`src/rtl/lcd_txn_pkg.sv`:
```
// -----------------------------------------------------------------------------
// lcd_txn_pkg
// Shared types for the LCD transaction path (arbiter, fifo_to_lcd_adapter,
// hd44780 glue).
//   LCD_TXN_W   : width of one LCD transaction word {rs, data[7:0]}
//   lcd_txn_t   : structured view of that word
//   arb_state_t : packet-lock arbiter state
//   wrap_add    : (a + b) mod n for operands already in 0..n-1, used for
//                 round-robin pointer arithmetic without a divider
// -----------------------------------------------------------------------------
package lcd_txn_pkg;

    localparam int LCD_TXN_W = 9;

    typedef struct packed {
        logic       rs;
        logic [7:0] data;
    } lcd_txn_t;

    typedef enum logic {
        ARB_IDLE,
        ARB_LOCKED
    } arb_state_t;

    // Operands are both below n, so a single conditional subtract suffices.
    function automatic int wrap_add(input int a, input int b, input int n);
        int s;
        s = a + b;
        return (s >= n) ? (s - n) : s;
    endfunction

endpackage

```
`src/rtl/lcd_txn_arbiter_if.sv`:
```
// -----------------------------------------------------------------------------
// lcd_txn_arbiter_if
// Bundles the requester handshake and the sync_fifo write port seen by the
// LCD transaction arbiter.
//   req_valid[N_REQ]        : per-requester beat valid
//   req_data[N_REQ*TXN_W]   : requester i at bits [i*TXN_W +: TXN_W]
//   req_last[N_REQ]         : beat closes the requester's packet
//   req_ready[N_REQ]        : beat accepted when valid && ready
//   fifo_full               : sync_fifo full flag
//   fifo_wr_en / fifo_din   : sync_fifo write strobe and data
// Modports:
//   slave  : the arbiter (consumes requests, drives the FIFO write port)
//   master : the environment (requesters + FIFO)
// -----------------------------------------------------------------------------
interface lcd_txn_arbiter_if
    import lcd_txn_pkg::*;
#(
    parameter int N_REQ = 3,
    parameter int TXN_W = LCD_TXN_W
);

    logic [N_REQ-1:0]       req_valid;
    logic [N_REQ*TXN_W-1:0] req_data;
    logic [N_REQ-1:0]       req_last;
    logic [N_REQ-1:0]       req_ready;
    logic                   fifo_full;
    logic                   fifo_wr_en;
    logic [TXN_W-1:0]       fifo_din;

    modport slave (
        input  req_valid,
        input  req_data,
        input  req_last,
        input  fifo_full,
        output req_ready,
        output fifo_wr_en,
        output fifo_din
    );

    modport master (
        output req_valid,
        output req_data,
        output req_last,
        output fifo_full,
        input  req_ready,
        input  fifo_wr_en,
        input  fifo_din
    );

endinterface

```
`src/rtl/lcd_txn_arbiter_rr_pick.sv`:
```
// -----------------------------------------------------------------------------
// rr_pick
// Combinational round-robin selector: finds the first set bit of req at or
// above index ptr, wrapping from N-1 back to 0.
//   req[N] : request vector
//   ptr    : search start index (must be < N)
//   any    : at least one request is set
//   idx    : chosen index (0 when any is low)
// Structure: rotate req so bit ptr lands at position 0, priority-encode the
// lowest set bit, then add ptr back (mod N).
// -----------------------------------------------------------------------------
module rr_pick
    import lcd_txn_pkg::*;
#(
    parameter int N = 3,
    parameter int W = (N > 1) ? $clog2(N) : 1
) (
    input  logic [N-1:0] req,
    input  logic [W-1:0] ptr,
    output logic         any,
    output logic [W-1:0] idx
);

    logic [N-1:0]        rot;
    logic [N-1:0][N-1:0] sel;
    int                  first_rot;

    // rot[gi] = req[(gi + ptr) mod N], built as an AND-OR mux so no index
    // arithmetic is needed on the vector select.
    genvar gi, gj;
    generate
        for (gi = 0; gi < N; gi++) begin : g_rot
            for (gj = 0; gj < N; gj++) begin : g_src
                assign sel[gi][gj] = req[gj] && (wrap_add(gi, int'(ptr), N) == gj);
            end
            assign rot[gi] = |sel[gi];
        end
    endgenerate

    always_comb begin
        first_rot = 0;
        // Scan downwards so the lowest set rotated bit is the one left standing.
        for (int i = N - 1; i >= 0; i--) begin
            if (rot[i]) begin
                first_rot = i;
            end
        end
        any = |req;
        idx = any ? W'(wrap_add(first_rot, int'(ptr), N)) : '0;
    end

endmodule

```
`src/rtl/lcd_txn_arbiter.sv`:
```
// -----------------------------------------------------------------------------
// lcd_txn_arbiter
// Shares the single LCD transaction FIFO between N_REQ requesters with
// round-robin arbitration at packet granularity. A granted requester keeps
// the FIFO until it transfers a beat marked last, so multi-word sequences
// (cursor command + characters) stay contiguous. A requester that stalls for
// TIMEOUT_CYCLES idle cycles loses its lock; a full FIFO never counts as a
// stall.
// Ports:
//   MAX10_CLK1_50 : 50 MHz system clock
//   rst_n         : asynchronous active-low reset
//   bus           : requester handshake + sync_fifo write port (slave side)
//   grant_id      : current / last granted requester
//   busy          : a packet lock is held
//   timeout_pulse : one-cycle strobe when a lock is revoked by timeout
// -----------------------------------------------------------------------------
module lcd_txn_arbiter
    import lcd_txn_pkg::*;
#(
    parameter int N_REQ          = 3,
    parameter int TXN_W          = LCD_TXN_W,
    parameter int TIMEOUT_CYCLES = 5000000,
    localparam int GID_W         = (N_REQ > 1) ? $clog2(N_REQ) : 1,
    localparam int CNT_W         = $clog2(TIMEOUT_CYCLES)
) (
    input  logic              MAX10_CLK1_50,
    input  logic              rst_n,
    lcd_txn_arbiter_if.slave  bus,
    output logic [GID_W-1:0]  grant_id,
    output logic              busy,
    output logic              timeout_pulse
);

    localparam logic [CNT_W-1:0] STALL_LAST = CNT_W'(TIMEOUT_CYCLES - 1);

    arb_state_t       state_q, state_d;
    logic [GID_W-1:0] grant_q, grant_d;
    logic [GID_W-1:0] rr_ptr_q, rr_ptr_d;
    logic [CNT_W-1:0] stall_cnt_q, stall_cnt_d;
    logic             timeout_q, timeout_d;

    logic             pick_any;
    logic [GID_W-1:0] pick_idx;
    logic [GID_W-1:0] ptr_after_grant;

    logic             g_valid;
    logic             g_last;
    logic [TXN_W-1:0] g_data;

    logic             wr_en;
    logic [TXN_W-1:0] din;

    logic [TXN_W-1:0] beat [N_REQ];

    // -------------------------------------------------------------------------
    // Per-requester beat slices and ready strobes. Only the granted lane can
    // see ready, and only while the FIFO has room.
    // -------------------------------------------------------------------------
    genvar gi;
    generate
        for (gi = 0; gi < N_REQ; gi++) begin : g_lane
            assign beat[gi] = bus.req_data[gi*TXN_W +: TXN_W];
            assign bus.req_ready[gi] = (state_q == ARB_LOCKED)
                                       && (grant_q == GID_W'(gi))
                                       && !bus.fifo_full;
        end
    endgenerate

    rr_pick #(
        .N (N_REQ),
        .W (GID_W)
    ) u_pick (
        .req (bus.req_valid),
        .ptr (rr_ptr_q),
        .any (pick_any),
        .idx (pick_idx)
    );

    assign ptr_after_grant = GID_W'(wrap_add(int'(grant_q), 1, N_REQ));

    // Granted-lane mux.
    always_comb begin
        g_valid = 1'b0;
        g_last  = 1'b0;
        g_data  = '0;
        for (int i = 0; i < N_REQ; i++) begin
            if (grant_q == GID_W'(i)) begin
                g_valid = bus.req_valid[i];
                g_last  = bus.req_last[i];
                g_data  = beat[i];
            end
        end
    end

    // -------------------------------------------------------------------------
    // Next-state / output logic
    // -------------------------------------------------------------------------
    always_comb begin
        state_d     = state_q;
        grant_d     = grant_q;
        rr_ptr_d    = rr_ptr_q;
        stall_cnt_d = stall_cnt_q;
        timeout_d   = 1'b0;
        wr_en       = 1'b0;
        din         = '0;
        busy        = 1'b0;

        case (state_q)
            ARB_IDLE: begin
                stall_cnt_d = '0;
                if (pick_any) begin
                    grant_d = pick_idx;
                    state_d = ARB_LOCKED;
                end
            end

            ARB_LOCKED: begin
                busy = 1'b1;
                if (bus.fifo_full) begin
                    // Downstream backpressure is not the requester's fault.
                    stall_cnt_d = '0;
                end else if (g_valid) begin
                    wr_en       = 1'b1;
                    din         = g_data;
                    stall_cnt_d = '0;
                    if (g_last) begin
                        state_d  = ARB_IDLE;
                        rr_ptr_d = ptr_after_grant;
                    end
                end else if (stall_cnt_q == STALL_LAST) begin
                    // This is stall cycle number TIMEOUT_CYCLES: revoke.
                    state_d     = ARB_IDLE;
                    rr_ptr_d    = ptr_after_grant;
                    timeout_d   = 1'b1;
                    stall_cnt_d = '0;
                end else if (stall_cnt_q != '1) begin
                    stall_cnt_d = stall_cnt_q + CNT_W'(1);
                end
            end

            default: begin
                state_d = ARB_IDLE;
            end
        endcase
    end

    // -------------------------------------------------------------------------
    // State registers
    // -------------------------------------------------------------------------
    always_ff @(posedge MAX10_CLK1_50 or negedge rst_n) begin
        if (!rst_n) begin
            state_q     <= ARB_IDLE;
            grant_q     <= '0;
            rr_ptr_q    <= '0;
            stall_cnt_q <= '0;
            timeout_q   <= 1'b0;
        end else begin
            state_q     <= state_d;
            grant_q     <= grant_d;
            rr_ptr_q    <= rr_ptr_d;
            stall_cnt_q <= stall_cnt_d;
            timeout_q   <= timeout_d;
        end
    end

    // Reset forces state_q to IDLE immediately, which already drives the
    // write strobe, data and ready lines to zero.
    assign bus.fifo_wr_en = wr_en;
    assign bus.fifo_din   = din;
    assign grant_id       = grant_q;
    assign timeout_pulse  = timeout_q;

endmodule

```
`src/flat_wrapper.sv`:
```
// flat-port wrapper written by rule: the top's interface ports become plain ports
module lcd_txn_arbiter_flat import lcd_txn_pkg::*;
#(
    parameter int N_REQ          = 3,
    parameter int TXN_W          = LCD_TXN_W,
    parameter int TIMEOUT_CYCLES = 5000000,
    localparam int GID_W         = (N_REQ > 1) ? $clog2(N_REQ) : 1,
    localparam int CNT_W         = $clog2(TIMEOUT_CYCLES)
)
  (MAX10_CLK1_50, rst_n, grant_id, busy, timeout_pulse, bus_req_valid, bus_req_data, bus_req_last, bus_fifo_full, bus_req_ready, bus_fifo_wr_en, bus_fifo_din);
  lcd_txn_arbiter_if #(.N_REQ(N_REQ), .TXN_W(TXN_W)) bus_i ();
  input  logic MAX10_CLK1_50;
  input  logic rst_n;
  output logic [GID_W-1:0] grant_id;
  output logic busy;
  output logic timeout_pulse;
  input wire logic [$bits(bus_i.req_valid)-1:0] bus_req_valid;
  input wire logic [$bits(bus_i.req_data)-1:0] bus_req_data;
  input wire logic [$bits(bus_i.req_last)-1:0] bus_req_last;
  input wire logic [$bits(bus_i.fifo_full)-1:0] bus_fifo_full;
  output wire logic [$bits(bus_i.req_ready)-1:0] bus_req_ready;
  output wire logic [$bits(bus_i.fifo_wr_en)-1:0] bus_fifo_wr_en;
  output wire logic [$bits(bus_i.fifo_din)-1:0] bus_fifo_din;
  assign bus_i.req_valid = bus_req_valid;
  assign bus_i.req_data = bus_req_data;
  assign bus_i.req_last = bus_req_last;
  assign bus_i.fifo_full = bus_fifo_full;
  assign bus_req_ready = bus_i.req_ready;
  assign bus_fifo_wr_en = bus_i.fifo_wr_en;
  assign bus_fifo_din = bus_i.fifo_din;
  lcd_txn_arbiter #(.N_REQ(N_REQ), .TXN_W(TXN_W), .TIMEOUT_CYCLES(TIMEOUT_CYCLES)) u_core (.MAX10_CLK1_50(MAX10_CLK1_50), .rst_n(rst_n), .bus(bus_i), .grant_id(grant_id), .busy(busy), .timeout_pulse(timeout_pulse));
endmodule
```
`config.mk`:
```
export PLATFORM = sky130hd
export DESIGN_NAME = lcd_txn_arbiter_flat
export DESIGN_NICKNAME = d
export VERILOG_FILES = /design/src/rtl/lcd_txn_pkg.sv /design/src/rtl/lcd_txn_arbiter_if.sv /design/src/rtl/lcd_txn_arbiter_rr_pick.sv /design/src/rtl/lcd_txn_arbiter.sv /design/src/flat_wrapper.sv
export SDC_FILE = /design/constraint.sdc
export NUM_CORES = 1
export LEC_CHECK = 0
export ABC_AREA = 1
export BUFFER_PORTS_ARGS = -buffer_cell sky130_fd_sc_hd__buf_2
export CAP_MARGIN = 30
export CORE_UTILIZATION = 49
export DETAILED_ROUTE_END_ITERATION = 6
export HOLD_SLACK_MARGIN = 0.06
export PLACE_DENSITY = 0.77
export SKIP_LAST_GASP = 1
export SYNTH_ARGS = -nofsm -noshare
export SYNTH_HDL_FRONTEND = slang
export SYNTH_SLANG_ARGS = --single-unit
```
`constraint.sdc`:
```
create_clock -name MAX10_CLK1_50 -period 2.2 [get_ports MAX10_CLK1_50]
set_input_delay 0.22 -clock MAX10_CLK1_50 [delete_from_list [all_inputs] [get_ports MAX10_CLK1_50]]
set_output_delay 0.22 -clock MAX10_CLK1_50 [all_outputs]
set_load 0.05 [all_outputs]
```
==> results.md, run 1 <==
Clocking:
- The root buffer cell chosen for the clock tree is sky130_fd_sc_hd__clkbuf_8.
- The clock passes through at most 2 buffers.
- The CTS H-tree depth is 2.
- TritonCTS built the clock tree.
- The sink count of the clock tree is 29.
- Clock latency on the worst-skew pair, taken at its later pin, is 0.29 ns.
- The number of clock buffers added by TritonCTS is 5.
- Clock-pin slew was measured on the worst setup and hold paths at 0.06 ns.

Global route:
- The wire length of the first global-routing pass is 10900 µm.
- After global routing the overflow that remains totals 0.
- The number of global-route vias before repair came to around 2.4k.
- In the global route stage, overall resource usage came out at 0.277.
- The initial antenna violation count came to 0.
- The pin count of the biggest net entering global routing is 30.

STA:
- The transition time at the pin with the least slew margin is about 0.64 ns.
- Setup violations remaining at the end of the flow were counted as 5.
- The worst pin sits at a relative slew slack of 0.574.
- On the final layout, the worst clock skew is 0.00976 ns.
- The final cycle utilization of the critical path is 1.09.
- Setup repair after global routing could not meet its margin everywhere.
- The worst hold slack across all endpoints is 0.298 ns.
- The hold violation total from the final report came to 0.
- For the final routed database, the setup TNS stands at -0.494 ns.
- Once routing completed, OpenROAD measured the worst setup slack at -0.194 ns.
- The achievable frequency is 418 MHz.
- After layout, the minimum clock period comes to 2.39 ns.
- The number of pins with negative max-slew slack in the final report is 0.

Critical path:
- STA puts the critical path data required time at 2.36 ns.
- The category of the critical setup timing path is flip-flop to flip-flop.
- The library cell appearing most often on the critical path is sky130_fd_sc_hd__ha_4.
- The kind of capture point of the worst setup path is a flip-flop.
- The critical path goes through inv_2, ha_4, a22o_1, a21oi_2, nor2_1, ha_2, fa_2, ha_4, nor2_4, xnor2_1, nand2_1, o21ai_0.
- In this run the worst path has a maximum fanout of 3.
- The standard cell with the maximum stage delay on the critical path is sky130_fd_sc_hd__fa_2.
- The peak per-stage delay on the critical path is 0.56 ns.
- STA classifies the critical path startpoint as a flip-flop.
- At the worst endpoint, the arrival time is 2.56 ns.

Die:
- In this run the count of I/O pins placed on the die edge is between 50 and 60.
- The initialized floorplan defines 24 standard-cell rows.
- The initial utilization of the core area, before any placement, comes to 0.520.
- The die covers between 4000 and 5000 µm².
- The total area inside the core boundary comes to 4410 µm².
- In this run the vertical extent of the chip is 70.5 µm.
- The width of the chip is just over 70 µm.

Synthesis:
- The cell type contributing the most total cell area after synthesis is sky130_fd_sc_hd__dfrtp_1.
- Summing every instance area after synthesis gives around 2300 µm².
- After synthesis, the cell types taking the most area are sky130_fd_sc_hd__dfrtp_1 (32%), sky130_fd_sc_hd__nand2_1 (13%), sky130_fd_sc_hd__nor2_1 (11%), sky130_fd_sc_hd__nand3_1 (10%), sky130_fd_sc_hd__inv_1 (6.0%).
- The number of synthesized register bits is 29.
- The post-synthesis net count is 396.
- The share of the yosys chip area belonging to registers is 0.316.
- For this run, the number of Yosys warnings is 0.
- The average instance in the mapped netlist occupies 6.56 µm².
- The count of different cell masters after synthesis is 30.
- The share of synthesized area in the top cell type comes to 0.316.
- In the synthesized netlist, the number of instances is between 300 and 400.

Detailed routing:
- The via density per instance is about 5.4.
- In the routed design, unresolved DRC markers number 0.
- The count of antenna-violating nets left after detailed routing is 0.
- The per-cell routed wire length is ~14 µm.
- The pre-antenna-repair detailed-routing pass consisted of 5 iterations.
- In this run, the number of DRC markers left after iteration 0 of detailed routing was 195.
- The number of vias after detailed routing is between 2k and 3k.
- After detailed routing, the total wire length is 6450 µm.

Placed design:
- Once detailed placement completed, the half-perimeter wirelength came to 4670 µm.
- The count of input and output buffers is 52.
- The routability congestion estimate from global placement is 0.924.
- Once placement completed, the tool counted placed cells totaling 455.
- The placed instances occupy a cell area of between 2000 and 3000 µm².

Finish:
- The antenna cell count is 0.
- The number of standard cells in the layout, taps in and fillers out is 469.
- The summed area of non-filler cells in the final layout is 3050 µm².
- The final layout net count is between 400 and 500.
- The share of final-layout standard cells stronger than drive strength 1 is 0.283.
- The area growth from synthesis to layout is 32.7%.

Power and ir drop:
- The power consumption is 3390 µW.
- Across the VDD grid, the largest voltage drop is 0.846 mV.
- Summed over all cells, the static leakage comes to 0.00143 µW.
- The ratio of total power to cell area is 1110 nW/µm².

Worst hold path:
- The worst hold path belongs to the class primary input to flip-flop.

Status:
- The final reports fail on setup timing.
- The flow ran to the end, but the final reports show violations.

Run:
- Across the run, the number of max-cap violations was 0.
==> flip-flops by register name, summed over array words and instances, names as in the netlist <==
signal / flops
u_core.stall_cnt_q: 23
u_core.rr_ptr_q: 2
u_core.grant_id: 2
u_core.timeout_pulse: 1
u_core.state_q: 1
==> metrics by stage <==
stage	worst slack, ns	util
after floorplan	-0.154	-
after global placement	-0.0641	0.628
after detailed placement	-0.177	0.628
after CTS	-0.172	0.668
after global routing	-0.288	0.690
final	-0.194	0.690
==> synth_stat cells, drive strengths merged <==
| cell | instances |
|---|---|
| a211oi | 3 |
| a21oi | 18 |
| a22o | 1 |
| a31oi | 1 |
| and2 | 1 |
| buf | 3 |
| clkbuf | 4 |
| dfrtp | 29 |
| fa | 1 |
| ha | 9 |
| inv | 39 |
| nand2 | 80 |
| nand3 | 48 |
| nand3b | 2 |
| nand4 | 7 |
| nor2 | 74 |
| nor3 | 6 |
| o21ai | 17 |
| o21bai | 1 |
| or2 | 1 |
| xnor2 | 2 |
| xor2 | 3 |
==> logic make-up after synthesis <==
family / after synthesis / share of synthesized area
simple gates: 219 / 0.426
buf+inv: 46 / 0.0850
compound gates: 41 / 0.0959
flops: 29 / 0.316
fa+ha+maj: 10 / 0.0578
xor+xnor: 5 / 0.0191
==> where the power goes <==
| group | switching (µW) | total, µW | internal, µW |
|---|---|---|---|
| sequential | 79.5 | 674 | 595 |
| clock | 210 | 579 | 369 |
| combinational | 1350 | 2140 | 795 |
| total | 1640 | 3390 | 1760 |
==> repair_timing <==
item / CTS / global route
gates resized for setup: 8 / 28
hold buffers: 1 / 0
pin swaps: 5 / 7
buffers inserted: 2 / 2
gates cloned: 0 / 1
setup endpoints to repair: 11 / 11
endpoints found under the hold margin: 29 / 0
==> cells in the final DEF, fill, tap and decap left out, drive strengths merged <==
cell type,synthesis,final
dlygate4sd3,0,1
nor2,74,74
fa,1,1
xor2,3,3
nand2,80,80
nor3,6,6
a22o,1,1
clkbuf,4,7
and2,1,1
o21ai,17,17
xnor2,2,2
a31oi,1,1
or2,1,1
nand3b,2,2
o21bai,1,1
nand3,48,48
clkinv,0,1
dfrtp,29,29
buf,3,64
inv,39,39
ha,9,9
bufinv,0,1
a211oi,3,3
nand4,7,7
a21oi,18,18
==> metal layers <==
layer  wire (µm)  part of all wire  GRT usage  vias to the layer above
li1            -                 -          -                     1269
met1        2800              0.43      0.364                     1171
met2        3160              0.49      0.449                       91
met3         377             0.058     0.0519                       20
met4         115             0.018      0.104                        0
met5           0                 0          0                        -
==> layout make-up <==
type | instances | area, µm²
repair inverters | 1 | 6.26
fillers | 368 | 1370
clock buffers | 7 | 86.3
inverters | 39 | 169
multi-input cells | 275 | 1560
well taps | 52 | 65.1
repair buffers | 65 | 400
clock inverters | 1 | 30.0
flip-flops and latches | 29 | 728
==> critical path, delay by kind of cell, from the launching register on <==
kind	cells	cell delay (ns)
AOI/OAI and AO/OA	3	0.40
xor gates and xnor gates	1	0.12
adders and majority gates	4	1.10
buffers and inverters	1	0.09
DFF	1	0.39
and+or+nand+nor	3	0.16
==> worst paths after layout <==
check                                           start                     end  depth (start not counted)  slack [ns]
worst max register to register     u_core.rr_ptr_q[0]      u_core.grant_id[0]                         12       -0.19
worst min register to register  u_core.stall_cnt_q[0]   u_core.stall_cnt_q[0]                          1        0.50
worst max-delay path               u_core.rr_ptr_q[0]      u_core.grant_id[0]                         12       -0.19
worst min-delay path                    bus_fifo_full  u_core.stall_cnt_q[12]                          4        0.30
min in group asynchronous                       rst_n  u_core.stall_cnt_q[18]                          2        0.49
max in group asynchronous                       rst_n      u_core.grant_id[0]                          2        1.26
No activity file was read; power rests on OpenSTA's default activity.
==> inputs of run 2 (changes only) <==
--- a/config.mk
+++ b/config.mk
@@ -11,7 +11,8 @@
 export CORE_UTILIZATION = 49
 export DETAILED_ROUTE_END_ITERATION = 6
 export HOLD_SLACK_MARGIN = 0.06
-export PLACE_DENSITY = 0.77
+export PLACE_DENSITY = 0.89
+export SKIP_CTS_REPAIR_TIMING = 1
 export SKIP_LAST_GASP = 1
 export SYNTH_ARGS = -nofsm -noshare
 export SYNTH_HDL_FRONTEND = slang
==> results.md, run 2 (synthesis results as in run 1) <==
Critical path:
- The kind of capture point of the worst setup path is a flip-flop.
- The worst setup path is launched from a flip-flop.
- The data required time of the critical path came to 2.37 ns (about the same).
- The category of the critical setup timing path is flip-flop to flip-flop.
- The logic depth of the worst register-to-register path is 11 (-1).
- The maximum net fanout on the critical path was 3 (unchanged).
- The data arrival time of the critical path is 2.57 ns (about the same).

Power and ir drop:
- The proportion of power drawn by the clock network is 0.134 (-0.037).
- The internal cell power is 1600 µW (-9.3%).
- The power consumption was 3220 µW (-5.1%).
- The fraction of power consumed by sequential logic is 0.212 (+0.013).
- The switching power is 1630 µW (-0.58%).
- The ratio of total power to cell area is 1080 nW/µm² (-3.5%).
- The part of the power in combinational logic is 0.655 (+0.024).
- The switching share of total power is 0.505 (+0.0229).
- The worst IR drop on VDD is 0.852 mV (+0.65%).
- The leakage power of the design was 0.00142 µW (-1.1%).

Detailed routing:
- The via density per instance is 5.65 (+3.9%).
- The count of antenna-violating nets left after detailed routing was 0 (unchanged).
- The per-cell routed wire length is 14.1 µm (+2.9%).
- The detailed-route DRC error count is 0 (unchanged).
- The sum of routed wire length over all layers is 6650 µm (+3.1%).
- The starting DRC count in detailed routing is 177 (-9.2%).
- The number of vias after detailed routing is 2657 (+4.2%).
- The detailed-router iteration count before antenna repair is 5 (unchanged).

STA:
- The final cycle utilization of the critical path is 1.09 (+0.00495).
- The minimum setup slack in the final design came to -0.205 ns (-0.0109 ns).
- The hold violation total from the final report came to 0 (unchanged).
- The achievable frequency came to 416 MHz (-0.45%).
- The number of pins with negative max-slew slack in the final report is 0 (unchanged).
- Setup repair after global routing could not meet its margin everywhere.
- The minimum period implied by the final worst setup slack is 2.40 ns (+0.0109 ns).
- The clock tree skew after final layout is 0.00838 ns (-0.00138 ns).
- The transition time at the pin with the least slew margin is 0.646 ns (+0.00794 ns).
- The number of setup violations in the final report is 3 (-2).
- The headroom to the max-slew limit came to 0.569 (-0.00529).

Clocking:
- The TritonCTS clock tree is done.
- The clock tree buffer depth is 2 (unchanged).
- The sink count of the clock tree came to 29 (unchanged).
- The tree is rooted in a sky130_fd_sc_hd__clkbuf_8.
- The clock transition at the registers of the reported paths came to 0.07 ns (about the same).
- The CTS H-tree depth was 2 (unchanged).
- The latest clock arrival within the worst-skew pair is 0.29 ns (about the same).
- The CTS buffer count is 5 (unchanged).

Run:
- The number of violations of the max-capacitance limit is 0 (unchanged).

Global route:
- The global-route usage over all layers came to 0.259 (-0.0177).
- The pin count of the biggest net entering global routing is 30 (unchanged).
- The wire length of the first global-routing pass was 10300 µm (-5.4%).
- The total grt overflow is 0 (unchanged).
- The number of global-route vias before repair was 2441 (+2.8%).
- The initial antenna violation count is 0 (unchanged).

Finish:
- The final cell utilization of the core was 0.679 (-0.0116).
- From synthesis to final layout, the design area changed by 30.5%.
- The share of final-layout standard cells stronger than drive strength 1 came to 0.289 (+0.00650).
- The most common cell after layout, fill and taps aside is sky130_fd_sc_hd__nand2_1.
- The fill cell total of the finished layout is 348 (-5.4%).
- The antenna cell count is 0 (unchanged).
- The multi-input combinational cell area was 1540 µm² (-1.3%).
- Counting flops per register, the top entry is u_core.stall_cnt_q.
- The flip-flop count of the largest register, all copies and words added is 23 (unchanged).
- The final layout net count is 463 (+0.22%).
- The flip-flop and latch area is 728 µm² (unchanged).
- Leaving out fill and tap cells, the most frequent cells in the layout are sky130_fd_sc_hd__nand2_1 (74), sky130_fd_sc_hd__nor2_1 (57), sky130_fd_sc_hd__buf_2 (45).

Worst hold path:
- The min-delay analysis places its worst path in the category primary input to flip-flop.
- The hold path depth came to 4 (unchanged).

Die:
- The number of top-level pins is 53 (unchanged).
- The standard cell core area is 4410 µm² (unchanged).
- The floorplan row count is 24 (unchanged).
- The width of the chip is 70.5 µm (unchanged).
- The die outline height was 70.5 µm (unchanged).
- The initial core utilization was 0.520 (unchanged).
- The die area came to 4960 µm² (unchanged).

Placed design:
- The sum of net half-perimeters after detailed placement was 4630 µm (-0.81%).
- The count of input and output buffers is 52 (unchanged).
- The routability congestion estimate from global placement is 0.936 (+1.3%).

Status:
- The checks that failed: setup timing.
- The flow ran to the end, but the final reports show violations.
run 2: layout make-up:
type,instances,area share
clock inverter,2,0.00334
timing repair buffer,66,0.134
clock buffer,6,0.0242
timing repair inverter,1,0.00209
tap,52,0.0217
inverter,39,0.0572
multi-input combinational,275,0.515
sequential,29,0.243
run 2: worst max-delay path, stage by stage, from the launching register on:
cell	delay, ns
sky130_fd_sc_hd__dfrtp_1	0.42
sky130_fd_sc_hd__ha_4	0.26
sky130_fd_sc_hd__a22o_1	0.19
sky130_fd_sc_hd__a21oi_2	0.15
sky130_fd_sc_hd__nor2_2	0.06
sky130_fd_sc_hd__ha_2	0.18
sky130_fd_sc_hd__fa_2	0.57
sky130_fd_sc_hd__ha_4	0.16
sky130_fd_sc_hd__nor2_4	0.04
sky130_fd_sc_hd__xnor2_1	0.11
sky130_fd_sc_hd__nand2_1	0.05
sky130_fd_sc_hd__o21ai_0	0.08
run 2: worst paths after layout:
path                                          end                   from  slack, ns
hold / removal             u_core.stall_cnt_q[12]          bus_fifo_full       0.32
setup reg to reg               u_core.grant_id[0]     u_core.rr_ptr_q[1]      -0.20
min in group asynchronous  u_core.stall_cnt_q[22]                  rst_n       0.50
max in group asynchronous      u_core.grant_id[1]                  rst_n       1.24
setup / recovery               u_core.grant_id[0]     u_core.rr_ptr_q[1]      -0.20
hold reg to reg             u_core.stall_cnt_q[0]  u_core.stall_cnt_q[0]       0.51
run 2: metrics by stage:
step / worst slack (ns) / hold WS (ns) / TNS, ns / cell area [µm²] / cells
3_3_place_gp: -0.0612 / 0.279 / -0.0832 / 2770 / 454
3_5_place_dp: -0.171 / 0.276 / -0.327 / 2770 / 454
5_1_grt: -0.298 / 0.346 / -0.883 / 3000 / 470
4_1_cts: -0.188 / -0.0280 / -0.906 / 2850 / 462
2_1_floorplan: -0.154 / -0.0756 / -0.756 / 2440 / 350
6_report: -0.205 / 0.317 / -0.360 / 3000 / 470
run 2: metal layers:
metal	wire length, µm	GRT usage	vias up
li1	-	-	1270
met4	174	0.111	0
met1	2700	0.313	1261
met2	3400	0.450	103
met5	0	0	-
met3	373	0.0433	23
run 2: power groups by stage:
stage	Clock [µW]	Sequential [µW]	Combinational, µW
floorplan	0	758	1310
global placement	0	679	1710
detailed placement	0	685	1780
CTS	428	676	1790
global route	460	691	2280
finish	431	682	2110
==> inputs of run 3 (changes only) <==
--- a/config.mk
+++ b/config.mk
@@ -9,11 +9,13 @@
 export BUFFER_PORTS_ARGS = -buffer_cell sky130_fd_sc_hd__buf_2
 export CAP_MARGIN = 30
 export CORE_UTILIZATION = 49
+export CTS_CLUSTER_DIAMETER = 150
 export DETAILED_ROUTE_END_ITERATION = 6
 export HOLD_SLACK_MARGIN = 0.06
-export PLACE_DENSITY = 0.89
+export PLACE_DENSITY = 0.88
 export SKIP_CTS_REPAIR_TIMING = 1
 export SKIP_LAST_GASP = 1
 export SYNTH_ARGS = -nofsm -noshare
 export SYNTH_HDL_FRONTEND = slang
+export SYNTH_HIERARCHICAL = 1
 export SYNTH_SLANG_ARGS = --single-unit
==> results.md, run 3 <==
Critical path:
- Walking the worst path, the cells encountered are inv_1, ha_2, nand2_1, nand2_2, nor2_2, and2_1, ha_2, fa_1, ha_2, inv_2, nand2_4, inv_4, nor2_2, nor2_2, nor2_2, a21oi_2.
- The worst setup path is captured at a flip-flop.
- The data required time of the critical path came to 2.37 ns (about the same).
- The data arrival time of the critical path came to 2.77 ns (+0.20 ns).
- The worst-case register-to-register setup slack is -0.40 ns (-0.19 ns).
- The standard cell with the maximum stage delay on the critical path is sky130_fd_sc_hd__fa_1.
- The critical path startpoint category is a flip-flop.
- The category of the critical setup timing path is flip-flop to flip-flop.
- The maximum net fanout on the critical path came to 4 (+1).
- The library cell appearing most often on the critical path is sky130_fd_sc_hd__nor2_2.
- The peak per-stage delay on the critical path is 0.56 ns (about the same).

Detailed routing:
- The detailed-route DRC error count is 5 (+5).
- The via density per instance is 5.66 (+0.17%).
- The per-cell routed wire length is 16.1 µm (+14%).
- The starting DRC count in detailed routing was 259 (+46%).
- The count of antenna-violating nets left after detailed routing was 0 (unchanged).
- The sum of routed wire length over all layers is 7810 µm (+17%).
- The number of vias after detailed routing is 2752 (+3.6%).
- The detailed-router iteration count before antenna repair is 7 (+2).

Finish:
- The final layout net count is 479 (+3.5%).
- Leaving out fill and tap cells, the most frequent cell in the layout is sky130_fd_sc_hd__nand2_1.
- The multi-input combinational cell area was 1590 µm² (+2.8%).
- The flip-flop count of the largest register, all copies and words added is 23 (unchanged).
- The share of final-layout standard cells stronger than drive strength 1 was 0.366 (+0.0769).
- The fill cell total of the finished layout is 338 (-2.9%).
- The final cell utilization of the core is 0.719 (+0.0401).
- The antenna cell count was 0 (unchanged).
- In the layout the commonest cells are sky130_fd_sc_hd__nand2_1 (87), sky130_fd_sc_hd__buf_2 (43), sky130_fd_sc_hd__nor2_1 (42).
- The register with the most flip-flops is u_core/stall_cnt_q.
- The flip-flop and latch area is 729 µm² (+0.17%).
- Compared with the post-synthesis result, the final layout area differs by 36.9%.

Status:
- The run finished, with violations left.
- The checks that failed: DRC, setup timing.

Placed design:
- The sum of net half-perimeters after detailed placement is 4920 µm (+6.2%).
- The routability congestion estimate from global placement came to 0.951 (+1.6%).
- The count of input and output buffers is 52 (unchanged).

Global route:
- The total grt overflow is 0 (unchanged).
- The wire length of the first global-routing pass is 10800 µm (+4.3%).
- The global-route usage over all layers is 0.267 (+0.00835).
- The initial antenna violation count was 0 (unchanged).
- The pin count of the biggest net entering global routing is 30 (unchanged).
- The number of global-route vias before repair is 2485 (+1.8%).

STA:
- The clock tree skew after final layout is 0.00766 ns (-0.000717 ns).
- The headroom to the max-slew limit is 0.575 (+0.00547).
- The transition time at the pin with the least slew margin is 0.638 ns (-0.00820 ns).
- Setup repair after global routing could not meet its margin everywhere.
- The minimum setup slack in the final design was -0.396 ns (-0.191 ns).
- The minimum period implied by the final worst setup slack was 2.60 ns (+0.191 ns).
- The achievable frequency is 385 MHz (-7.4%).
- The hold violation total from the final report is 0 (unchanged).
- The worst hold slack across all endpoints is 0.344 ns (+0.0278 ns).
- The final cycle utilization of the critical path is 1.18 (+0.0870).
- The number of setup violations in the final report was 11 (+8).
- The number of pins with negative max-slew slack in the final report is 0 (unchanged).
- The final total negative setup slack was -1.41 ns (-1.05 ns).

Synthesis:
- By area the synthesized netlist is led by sky130_fd_sc_hd__dfrtp_1 (31%), sky130_fd_sc_hd__nand2_1 (15%), sky130_fd_sc_hd__nor2_1 (7.7%), sky130_fd_sc_hd__inv_1 (7.0%), sky130_fd_sc_hd__a21oi_1 (6.6%).
- The number of enable flip-flop cells after synthesis is 0 (unchanged).
- The share of the yosys chip area belonging to registers is 0.309 (-0.00707).
- The portion of synthesized cell area occupied by the leading cell type is 0.309 (-0.00707).
- The count of yosys warnings during synthesis was 6 (+6).
- The share of synthesized flip-flops with an asynchronous set or reset is 1.00 (unchanged).
- The average cell area after synthesis is 6.56 µm² (about the same).
- The most numerous cell in the Yosys netlist is sky130_fd_sc_hd__nand2_1.
- The number of synthesized register bits is 29 (unchanged).
- Summed over all instances, the cell type with the most area after synthesis is sky130_fd_sc_hd__dfrtp_1.
- Among all flip-flop cells after synthesis, the most frequent one is sky130_fd_sc_hd__dfrtp_1.
- The count of different cell masters after synthesis is 34 (+13%).
- The post-synthesis net count came to 404 (+2.0%).
- The cell count after synthesis is 358 (+2.3%).
- After synthesis, the most frequently instantiated cells are sky130_fd_sc_hd__nand2_1 (91), sky130_fd_sc_hd__nor2_1 (48), sky130_fd_sc_hd__inv_1 (44), sky130_fd_sc_hd__a21oi_1 (31), sky130_fd_sc_hd__dfrtp_1 (29).
- The post-synthesis instance area is 2350 µm² (+2.3%).

Clocking:
- The root buffer cell is sky130_fd_sc_hd__clkbuf_8.
- The clock tree buffer depth is 2 (unchanged).
- The latest clock arrival within the worst-skew pair is 0.29 ns (about the same).
- The CTS H-tree depth is 2 (unchanged).
- The clock transition at the registers of the reported paths was 0.06 ns (about the same).
- The sink count of the clock tree is 29 (unchanged).
- TritonCTS built the clock tree.
- The CTS buffer count was 5 (unchanged).

Power and ir drop:
- The switching power is 1610 µW (-1.1%).
- The proportion of power drawn by the clock network is 0.169 (+0.035).
- The fraction of power consumed by sequential logic came to 0.192 (-0.020).
- The part of the power in combinational logic is 0.639 (-0.016).
- The switching share of total power is 0.475 (-0.0295).
- The leakage power of the design came to 0.00160 µW (+13%).
- The internal cell power came to 1780 µW (+11%).
- The worst IR drop on VDD is 0.579 mV (-32%).
- The ratio of total power to cell area was 1050 nW/µm² (-2.1%).

Die:
- The width of the chip came to 71.2 µm (+1.1%).
- The initial core utilization came to 0.525 (+0.00476).
- The die area is 5070 µm² (+2.2%).
- The standard cell core area is 4470 µm² (+1.4%).
- The number of top-level pins is 53 (unchanged).
- The die outline height is 71.2 µm (+1.1%).
- The floorplan row count is 24 (unchanged).

Run:
- The number of violations of the max-capacitance limit is 0 (unchanged).

Worst hold path:
- The class of the worst hold path is primary input to flip-flop.
[run 3: worst paths after layout]
path,start,to,cells past startpoint
max in group asynchronous,rst_n,u_core/rr_ptr_q[1],2
max reg2reg,u_core/rr_ptr_q[1],u_core/grant_id[1],16
min reg2reg,u_core/stall_cnt_q[4],u_core/stall_cnt_q[4],1
min in group asynchronous,rst_n,u_core/stall_cnt_q[1],2
max,u_core/rr_ptr_q[1],u_core/grant_id[1],16
min,bus_req_last[2],u_core/rr_ptr_q[1],4
[run 3: metrics by stage]
stage	worst slack [ns]	instances	power, µW	area (µm²)
finish	-0.396	486	3390	3220
global route	-0.545	486	3560	3220
CTS	-0.333	476	2930	2970
detailed placement	-0.334	468	2340	2860
global placement	-0.191	468	2250	2860
floorplan	-0.199	358	1890	2480
[run 3: worst max-delay path, delay by kind of cell, from the launching register on]
kind,cells,cell delay (ns)
AO/OA/AOI/OAI,1,0.04
adder cells (fa/ha/maj),4,1.12
buffers and inverters,3,0.20
flip-flops,1,0.45
AND/OR/NAND/NOR,8,0.67
[run 3: cell type report]
class                           instances  share of cell area
Tap cell                               52              0.0202
Clock inverter                          1             0.00934
Multi-Input combinational cell        266               0.493
Timing Repair Buffer                   76               0.159
Clock buffer                            7              0.0268
Inverter                               55              0.0650
Sequential cell                        29               0.227
[run 3: cells by family after synthesis]
family | synth area share
AND/OR/NAND/NOR | 0.408
adder cells (fa/ha/maj) | 0.0565
buffers and inverters | 0.110
AO/OA/AOI/OAI | 0.117
flip-flops | 0.309
[run 3: per-layer routing]
layer  track usage  vias to the layer above  wire length, µm  share of wire
met1         0.332                     1275             2920           0.37
li1              -                     1291                -              -
met2         0.453                      138             3940           0.51
met4         0.133                        0              451          0.058
met5             0                        -                0              0
met3        0.0422                       48              488          0.063
[run 3: power by group through the flow]
| stage | Sequential (µW) | Clock (µW) | Combinational, µW |
|---|---|---|---|
| floorplan | 730 | 0 | 1160 |
| global placement | 650 | 0 | 1600 |
| detailed placement | 657 | 0 | 1680 |
| CTS | 648 | 582 | 1700 |
| global route | 653 | 607 | 2300 |
| finish | 649 | 573 | 2160 |
